`src/rtl/booth_mac_pkg.sv`:
```
`default_nettype none
// ============================================================================
//  Module   : booth_mac_pkg
//  Purpose  : Shared types and helpers for the sequential radix-4 Booth MAC.
//             Holds the FSM state encoding, the decoded Booth digit and the
//             digit-count function.
//  Revision : 1.0 - initial release
// ============================================================================
package booth_mac_pkg;

    typedef enum logic [1:0] {
        ST_IDLE = 2'd0,
        ST_RUN  = 2'd1,
        ST_DONE = 2'd2
    } state_t;

    // Decoded radix-4 digit: value = (neg ? -1 : 1) * (zero ? 0 : (two ? 2 : 1))
    typedef struct packed {
        logic neg;
        logic two;
        logic zero;
    } booth_digit_t;

    // Number of radix-4 digits needed to cover a multiplier of b_w bits plus
    // one guard bit, so unsigned operands recode correctly as well.
    function automatic int booth_digits(input int b_w);
        return (b_w + 2) / 2;
    endfunction

    function automatic booth_digit_t booth_encode(input logic [2:0] win);
        booth_digit_t d;
        d.neg  = win[2];
        d.two  = (win == 3'b011) || (win == 3'b100);
        d.zero = (win == 3'b000) || (win == 3'b111);
        return d;
    endfunction

endpackage
`default_nettype wire

```
`src/rtl/booth_digit_pp.sv`:
```
`default_nettype none
// ============================================================================
//  Module   : booth_digit_pp
//  Purpose  : Combinational radix-4 Booth encoder/decoder. Turns one 3-bit
//             multiplier window into a partial product of the extended
//             multiplicand, modulo 2^OUT_W.
//  Ports    : i_win   - multiplier window {b[2k+1], b[2k], b[2k-1]}
//             i_a_ext - extended (and pre-shifted) multiplicand
//             o_pp    - partial product, digit * i_a_ext
//  Revision : 1.0 - initial release
// ============================================================================
module booth_digit_pp
    import booth_mac_pkg::*;
#(
    parameter int OUT_W = 24
) (
    input  logic [2:0]       i_win,
    input  logic [OUT_W-1:0] i_a_ext,
    output logic [OUT_W-1:0] o_pp
);

    booth_digit_t     w_dig;
    logic [OUT_W-1:0] w_mag;

    always_comb begin
        w_dig = booth_encode(i_win);
        if (w_dig.zero) begin
            w_mag = '0;
        end else if (w_dig.two) begin
            w_mag = i_a_ext << 1;
        end else begin
            w_mag = i_a_ext;
        end
        o_pp = w_dig.neg ? (~w_mag + 1'b1) : w_mag;
    end

endmodule
`default_nettype wire

```
`src/rtl/booth_mac_seq.sv`:
```
`default_nettype none
// ============================================================================
//  Module   : booth_mac_seq
//  Purpose  : Iterative radix-4 Booth multiply-accumulate,
//             out_res = a*b + addend (mod 2^OUT_W), one digit per cycle.
//             The addend is in_c or the internal accumulator (in_acc=1).
//  Ports    : clk, rst                  - clock, synchronous active-high reset
//             in_valid/in_ready         - operation handshake
//             in_a, in_b, in_c          - multiplicand, multiplier, addend
//             in_sgn                    - 1: two's complement, 0: unsigned
//             in_acc                    - 1: use accumulator as addend
//             out_valid/out_ready       - result handshake
//             out_res                   - result
//  Revision : 1.0 - initial release
// ============================================================================
module booth_mac_seq
    import booth_mac_pkg::*;
#(
    parameter int A_W   = 12,
    parameter int B_W   = 12,
    parameter int C_W   = 23,
    parameter int OUT_W = 24
) (
    input  logic             clk,
    input  logic             rst,
    input  logic             in_valid,
    output logic             in_ready,
    input  logic [A_W-1:0]   in_a,
    input  logic [B_W-1:0]   in_b,
    input  logic [C_W-1:0]   in_c,
    input  logic             in_sgn,
    input  logic             in_acc,
    output logic             out_valid,
    input  logic             out_ready,
    output logic [OUT_W-1:0] out_res
);

    localparam int C_DIGITS  = booth_digits(B_W);
    localparam int C_B_EXT_W = 2 * C_DIGITS;
    localparam int C_CNT_W   = $clog2(C_DIGITS + 1);

    state_t               r_state;
    logic [OUT_W-1:0]     r_a;
    logic [C_B_EXT_W:0]   r_b;      // extended b with the implicit bit -1 at [0]
    logic [OUT_W-1:0]     r_sum;
    logic [OUT_W-1:0]     r_acc;
    logic [C_CNT_W-1:0]   r_cnt;

    logic [OUT_W-1:0]     w_a_ext;
    logic [OUT_W-1:0]     w_c_ext;
    logic [C_B_EXT_W-1:0] w_b_ext;
    logic [OUT_W-1:0]     w_pp;

    // Operand extension; the fill bit is the sign bit only in signed mode.
    generate
        if (OUT_W > A_W) begin : g_a_ext
            assign w_a_ext = {{(OUT_W-A_W){in_sgn & in_a[A_W-1]}}, in_a};
        end else begin : g_a_full
            assign w_a_ext = in_a;
        end
        if (OUT_W > C_W) begin : g_c_ext
            assign w_c_ext = {{(OUT_W-C_W){in_sgn & in_c[C_W-1]}}, in_c};
        end else begin : g_c_full
            assign w_c_ext = in_c;
        end
    endgenerate

    assign w_b_ext = {{(C_B_EXT_W-B_W){in_sgn & in_b[B_W-1]}}, in_b};

    // r_a is pre-shifted by 2k and r_b shifted down by 2k, so the shared
    // generator always sees the current digit's window at r_b[2:0].
    booth_digit_pp #(
        .OUT_W (OUT_W)
    ) u_pp (
        .i_win   (r_b[2:0]),
        .i_a_ext (r_a),
        .o_pp    (w_pp)
    );

    always_ff @(posedge clk) begin
        if (rst) begin
            r_state <= ST_IDLE;
            r_a     <= '0;
            r_b     <= '0;
            r_sum   <= '0;
            r_acc   <= '0;
            r_cnt   <= '0;
        end else begin
            case (r_state)
                ST_IDLE: begin
                    if (in_valid) begin
                        r_a     <= w_a_ext;
                        r_b     <= {w_b_ext, 1'b0};
                        r_sum   <= in_acc ? r_acc : w_c_ext;
                        r_cnt   <= '0;
                        r_state <= ST_RUN;
                    end
                end
                ST_RUN: begin
                    r_sum <= r_sum + w_pp;
                    r_a   <= r_a << 2;
                    r_b   <= r_b >> 2;
                    r_cnt <= r_cnt + 1'b1;
                    if (r_cnt == C_CNT_W'(C_DIGITS - 1)) begin
                        r_state <= ST_DONE;
                    end
                end
                ST_DONE: begin
                    if (out_ready) begin
                        r_acc   <= r_sum;
                        r_state <= ST_IDLE;
                    end
                end
                default: r_state <= ST_IDLE;
            endcase
        end
    end

    assign in_ready  = (r_state == ST_IDLE);
    assign out_valid = (r_state == ST_DONE);
    assign out_res   = r_sum;

endmodule
`default_nettype wire

```
`config.mk`:
```
export PLATFORM = sky130hd
export DESIGN_NAME = booth_mac_seq
export DESIGN_NICKNAME = d
export VERILOG_FILES = /design/src/rtl/booth_mac_pkg.sv /design/src/rtl/booth_digit_pp.sv /design/src/rtl/booth_mac_seq.sv
export SDC_FILE = /design/constraint.sdc
export NUM_CORES = 1
export LEC_CHECK = 0
export CAP_MARGIN = 15
export CORE_ASPECT_RATIO = 0.7
export CORE_UTILIZATION = 50
export DETAILED_ROUTE_END_ITERATION = 16
export PLACE_DENSITY = 0.83
export SETUP_SLACK_MARGIN = 0.02
export SYNTH_ARGS = -nofsm -noshare
export SYNTH_HDL_FRONTEND = slang
export SYNTH_HIERARCHICAL = 1
export SYNTH_SLANG_ARGS = --single-unit
```
`constraint.sdc`:
```
create_clock -name clk -period 6.8 [get_ports clk]
set_clock_uncertainty 0.05 [all_clocks]
set_input_delay 0.68 -clock clk [delete_from_list [all_inputs] [get_ports clk]]
set_output_delay 0.68 -clock clk [all_outputs]
set_load 0.01 [all_outputs]
```
==> run_results.csv <==
group,metric,value,unit
setup_path,regToRegSetupSlack,1.73,ns
route,avgViaCountPerCell,6.29,
place,pre_cts_ws,1.93,ns
route,wl,19100,µm
clocking,clock-sinks,91,
setup_path,r2r-start,"r_b[1]$_SDFFE_PP0P_",
run_status,status,"completed",
sta,fin_ws,1.73,ns
floorplanning,die_area,0.0138,mm²
setup_path,crit_path_start,"r_b[1]$_SDFFE_PP0P_",
sta,fmax,197,MHz
setup_path,r2r_end,"out_res[23]$_SDFFE_PP0P_",
global_routing,grt_pass1_wl,30900,µm
clocking,h-tree-depth,3,
pwr,leakage,2.95,nW
setup_path,worstPathArrival,5.22,ns
clocking,cts_hold_buf,0,
sta,worst_hold_slack,0.402,ns
global_routing,antenna_found_initial,0,
synth,synth_edf_count,0,
clocking,cts_resized,0,
synth,synth_simple_gate_area_frac,0.216,
floorplanning,rows,34,
clocking,cts_tree,"built",
synth,synth_nets,982,
floorplanning,die_h,98.6,µm
synth,syn_avg_cell_area,7.38,µm²
route,vias,6878,
place,place_congestion,1.00,
synth,synth-compound-area-share,0.295,
sta,setup-violations-final,0,
min_path,hp-start,"r_acc[20]$_SDFFE_PP0P_",
clocking,cts_setup_buffers,0,
clocking,clockBufferDepth,2,
route,route.detailed.drc,0,
setup_path,reg2reg_depth,18,
finish,n_antenna_cell,0,
finish,drive_above_1_share,0.0644,
sta,hold_viol,0,
route,first_pass_iters,5,
pwr,p_total,1.66,mW
sta,maxSlewHeadroom,0.359,
clocking,cts_made_buffers,9,
setup_path,crit_required,6.95,ns
floorplanning,initial_core_util,0.524,
clocking,cts_root_buf,"clkbuf_16",
floorplanning,core-area,0.0127,mm²
setup_path,start_kind,"flop",
synth,ys_async_sr_fraction,0,
place,post-dp-hpwl,13500,µm
sta,min_period,5.07,ns
sta,rsz0062_at_grt,"false",
setup_path,path_class,"reg -> reg",
synth,ys.flop_type,"dfxtp_1",
pwr,power_density,215,mW/mm²
setup_path,worst-path-max-fanout,31,
global_routing,grt_max_degree,78,
finish,area_growth,16.0,%
sta,period_share,0.746,
clocking,clkLatencyLatePin,0.35,ns
finish,final_common_cell,"nand2_1",
pwr,vdd_drop_max,0.145,mV
sta,max_slew.worst_pin.slew,0.959,ns
synth,synth.area.mux_share,0.0552,
floorplanning,die-width,140,µm
clocking,clk_pin_slew,0.07,ns
route,drt_iter0_drc,853,
floorplanning,io_pins,79,
synth,ys_ff_latch,91,
finish,fillers,1141,
synth,yosysSeqAreaShare,0.274,
synth,syn_inst,902,
sta,drv_slew,0,
setup_path,cp-end-kind,"flop",
finish,fin_nets,1007,
synth,synthXorXnorAreaFrac,0.0458,
setup_path,cp-endpoint,"out_res[23]$_SDFFE_PP0P_",
synth,synthesis.area,0.00666,mm²
synth,synth.distinct_cells,71,
synth,yosys_warnings,6,
min_path,min_path_type,"reg -> reg",
route,wl_per_cell,17.5,µm
global_routing,grt_pass1_vias,6102,
synth,synth_top_family_by_area,"compound AO/OA/AOI/OAI gates",
sta,setup_tns,0,ns
run,maxCapViolations,0,
global_routing,overflow,0,
finish,final_cell_mix,"132 x nand2_1, 108 x a21oi_1, 100 x nor2_1",
route,ant_nets,0,
global_routing,grt_usage,0.275,
place,io_buffers,78,
synth,synth_fa_ha_area_frac,0.0519,
metrics by stage:
step / std cells / utilization / cell area [µm²]
3_3_place_gp: 1078 / 0.582 / 7400
5_1_grt: 1093 / 0.607 / 7720
2_1_floorplan: 902 / - / 6660
6_report: 1093 / 0.607 / 7720
4_1_cts: 1093 / 0.607 / 7720
3_5_place_dp: 1078 / 0.582 / 7400
cell type report:
cell class	instances	area, µm²	area share
clock buffers	10	239	0.0310
clock inverters	5	85.1	0.0110
inverters	18	67.6	0.00875
multi-input cells	715	4420	0.573
flip-flops and latches	91	1820	0.236
well taps	162	203	0.0263
repair buffers	92	881	0.114
synthesized netlist by cell type, drive strengths merged, types with 2 or more instances:
cell type  count  share of area
a21o           9          0.010
mux2           6          0.010
and2           3         0.0028
o22ai         16          0.015
nor2         101          0.058
or3b           2         0.0026
nand3         19          0.014
o211ai         7         0.0079
clkbuf        45          0.026
nand4          6         0.0066
a311oi        12          0.016
a22oi         21          0.024
a41oi          2         0.0026
dfxtp         91           0.27
o21ai         35          0.026
o21a           3         0.0036
and4           3         0.0039
xor2          17          0.022
nor2b         18          0.017
a31oi         11          0.015
xnor2         17          0.023
nand3b         2         0.0023
ha            26          0.049
or2            2         0.0019
a221o          8          0.012
and3           7         0.0068
a211o          2         0.0026
o31ai          8          0.011
buf           33          0.027
a32oi          3         0.0051
nor3          22          0.017
o21bai         3         0.0039
a21oi        109          0.082
inv           18          0.010
a211oi        13          0.015
nand2b         6         0.0056
nand2        132          0.074
a221oi        19          0.026
mux2i         30          0.045
worst max-delay path, stage by stage (launching register included):
cell	delay, ns
dfxtp_1	0.32
buf_4	0.32
nor2b_1	0.28
a221o_1	0.38
nand2_1	0.09
ha_1	0.23
nand2_1	0.07
a221o_1	0.29
a21oi_1	0.27
and4_1	0.46
mux2i_1	0.22
o21ai_0	0.11
ha_1	0.44
and4_1	0.22
o21ai_0	0.12
o31ai_1	0.54
a41oi_1	0.23
xnor2_1	0.17
o22ai_1	0.10
how the worst min path moves through the flow:
stage | to | slack (ns) | cells after the start
6_report | r_acc[20]$_SDFFE_PP0P_ | 0.40 | 2
5_1_grt | r_acc[7]$_SDFFE_PP0P_ | 0.42 | 2
4_1_cts | r_acc[10]$_SDFFE_PP0P_ | 0.41 | 2
3_5_place_dp | r_acc[10]$_SDFFE_PP0P_ | 0.40 | 2
3_3_place_gp | r_b[13]$_SDFFE_PP0P_ | 0.39 | 2
2_1_floorplan | r_b[13]$_SDFFE_PP0P_ | 0.38 | 2
layer usage:
metal / track usage / wire [µm] / share of wire
met3: 0.0496 / 1540 / 0.080
met1: 0.397 / 8930 / 0.47
met2: 0.418 / 8260 / 0.43
met4: 0.0778 / 412 / 0.022
met5: 0 / 0 / 0
power by group:
group,switching [mW],internal [mW]
logic,0.279,0.207
clock network,0.227,0.332
registers,0.0516,0.563
total,0.558,1.10
cells by family (layout without fill, tap and decap cells):
group,count (synthesis),after routing
buffers and inverters,96,125
multiplexers,36,36
AO/OA/AOI/OAI,292,292
flip-flops,91,91
XOR/XNOR,34,34
AND/OR/NAND/NOR,326,326
adder cells (fa/ha/maj),27,27
sequential cells by signal (all words and copies together), names as in the netlist:
signal	count
r_cnt	3
r_acc	24
out_res	24
r_a	24
r_state	2
r_b	14
Power figures use the tool's default switching activity.
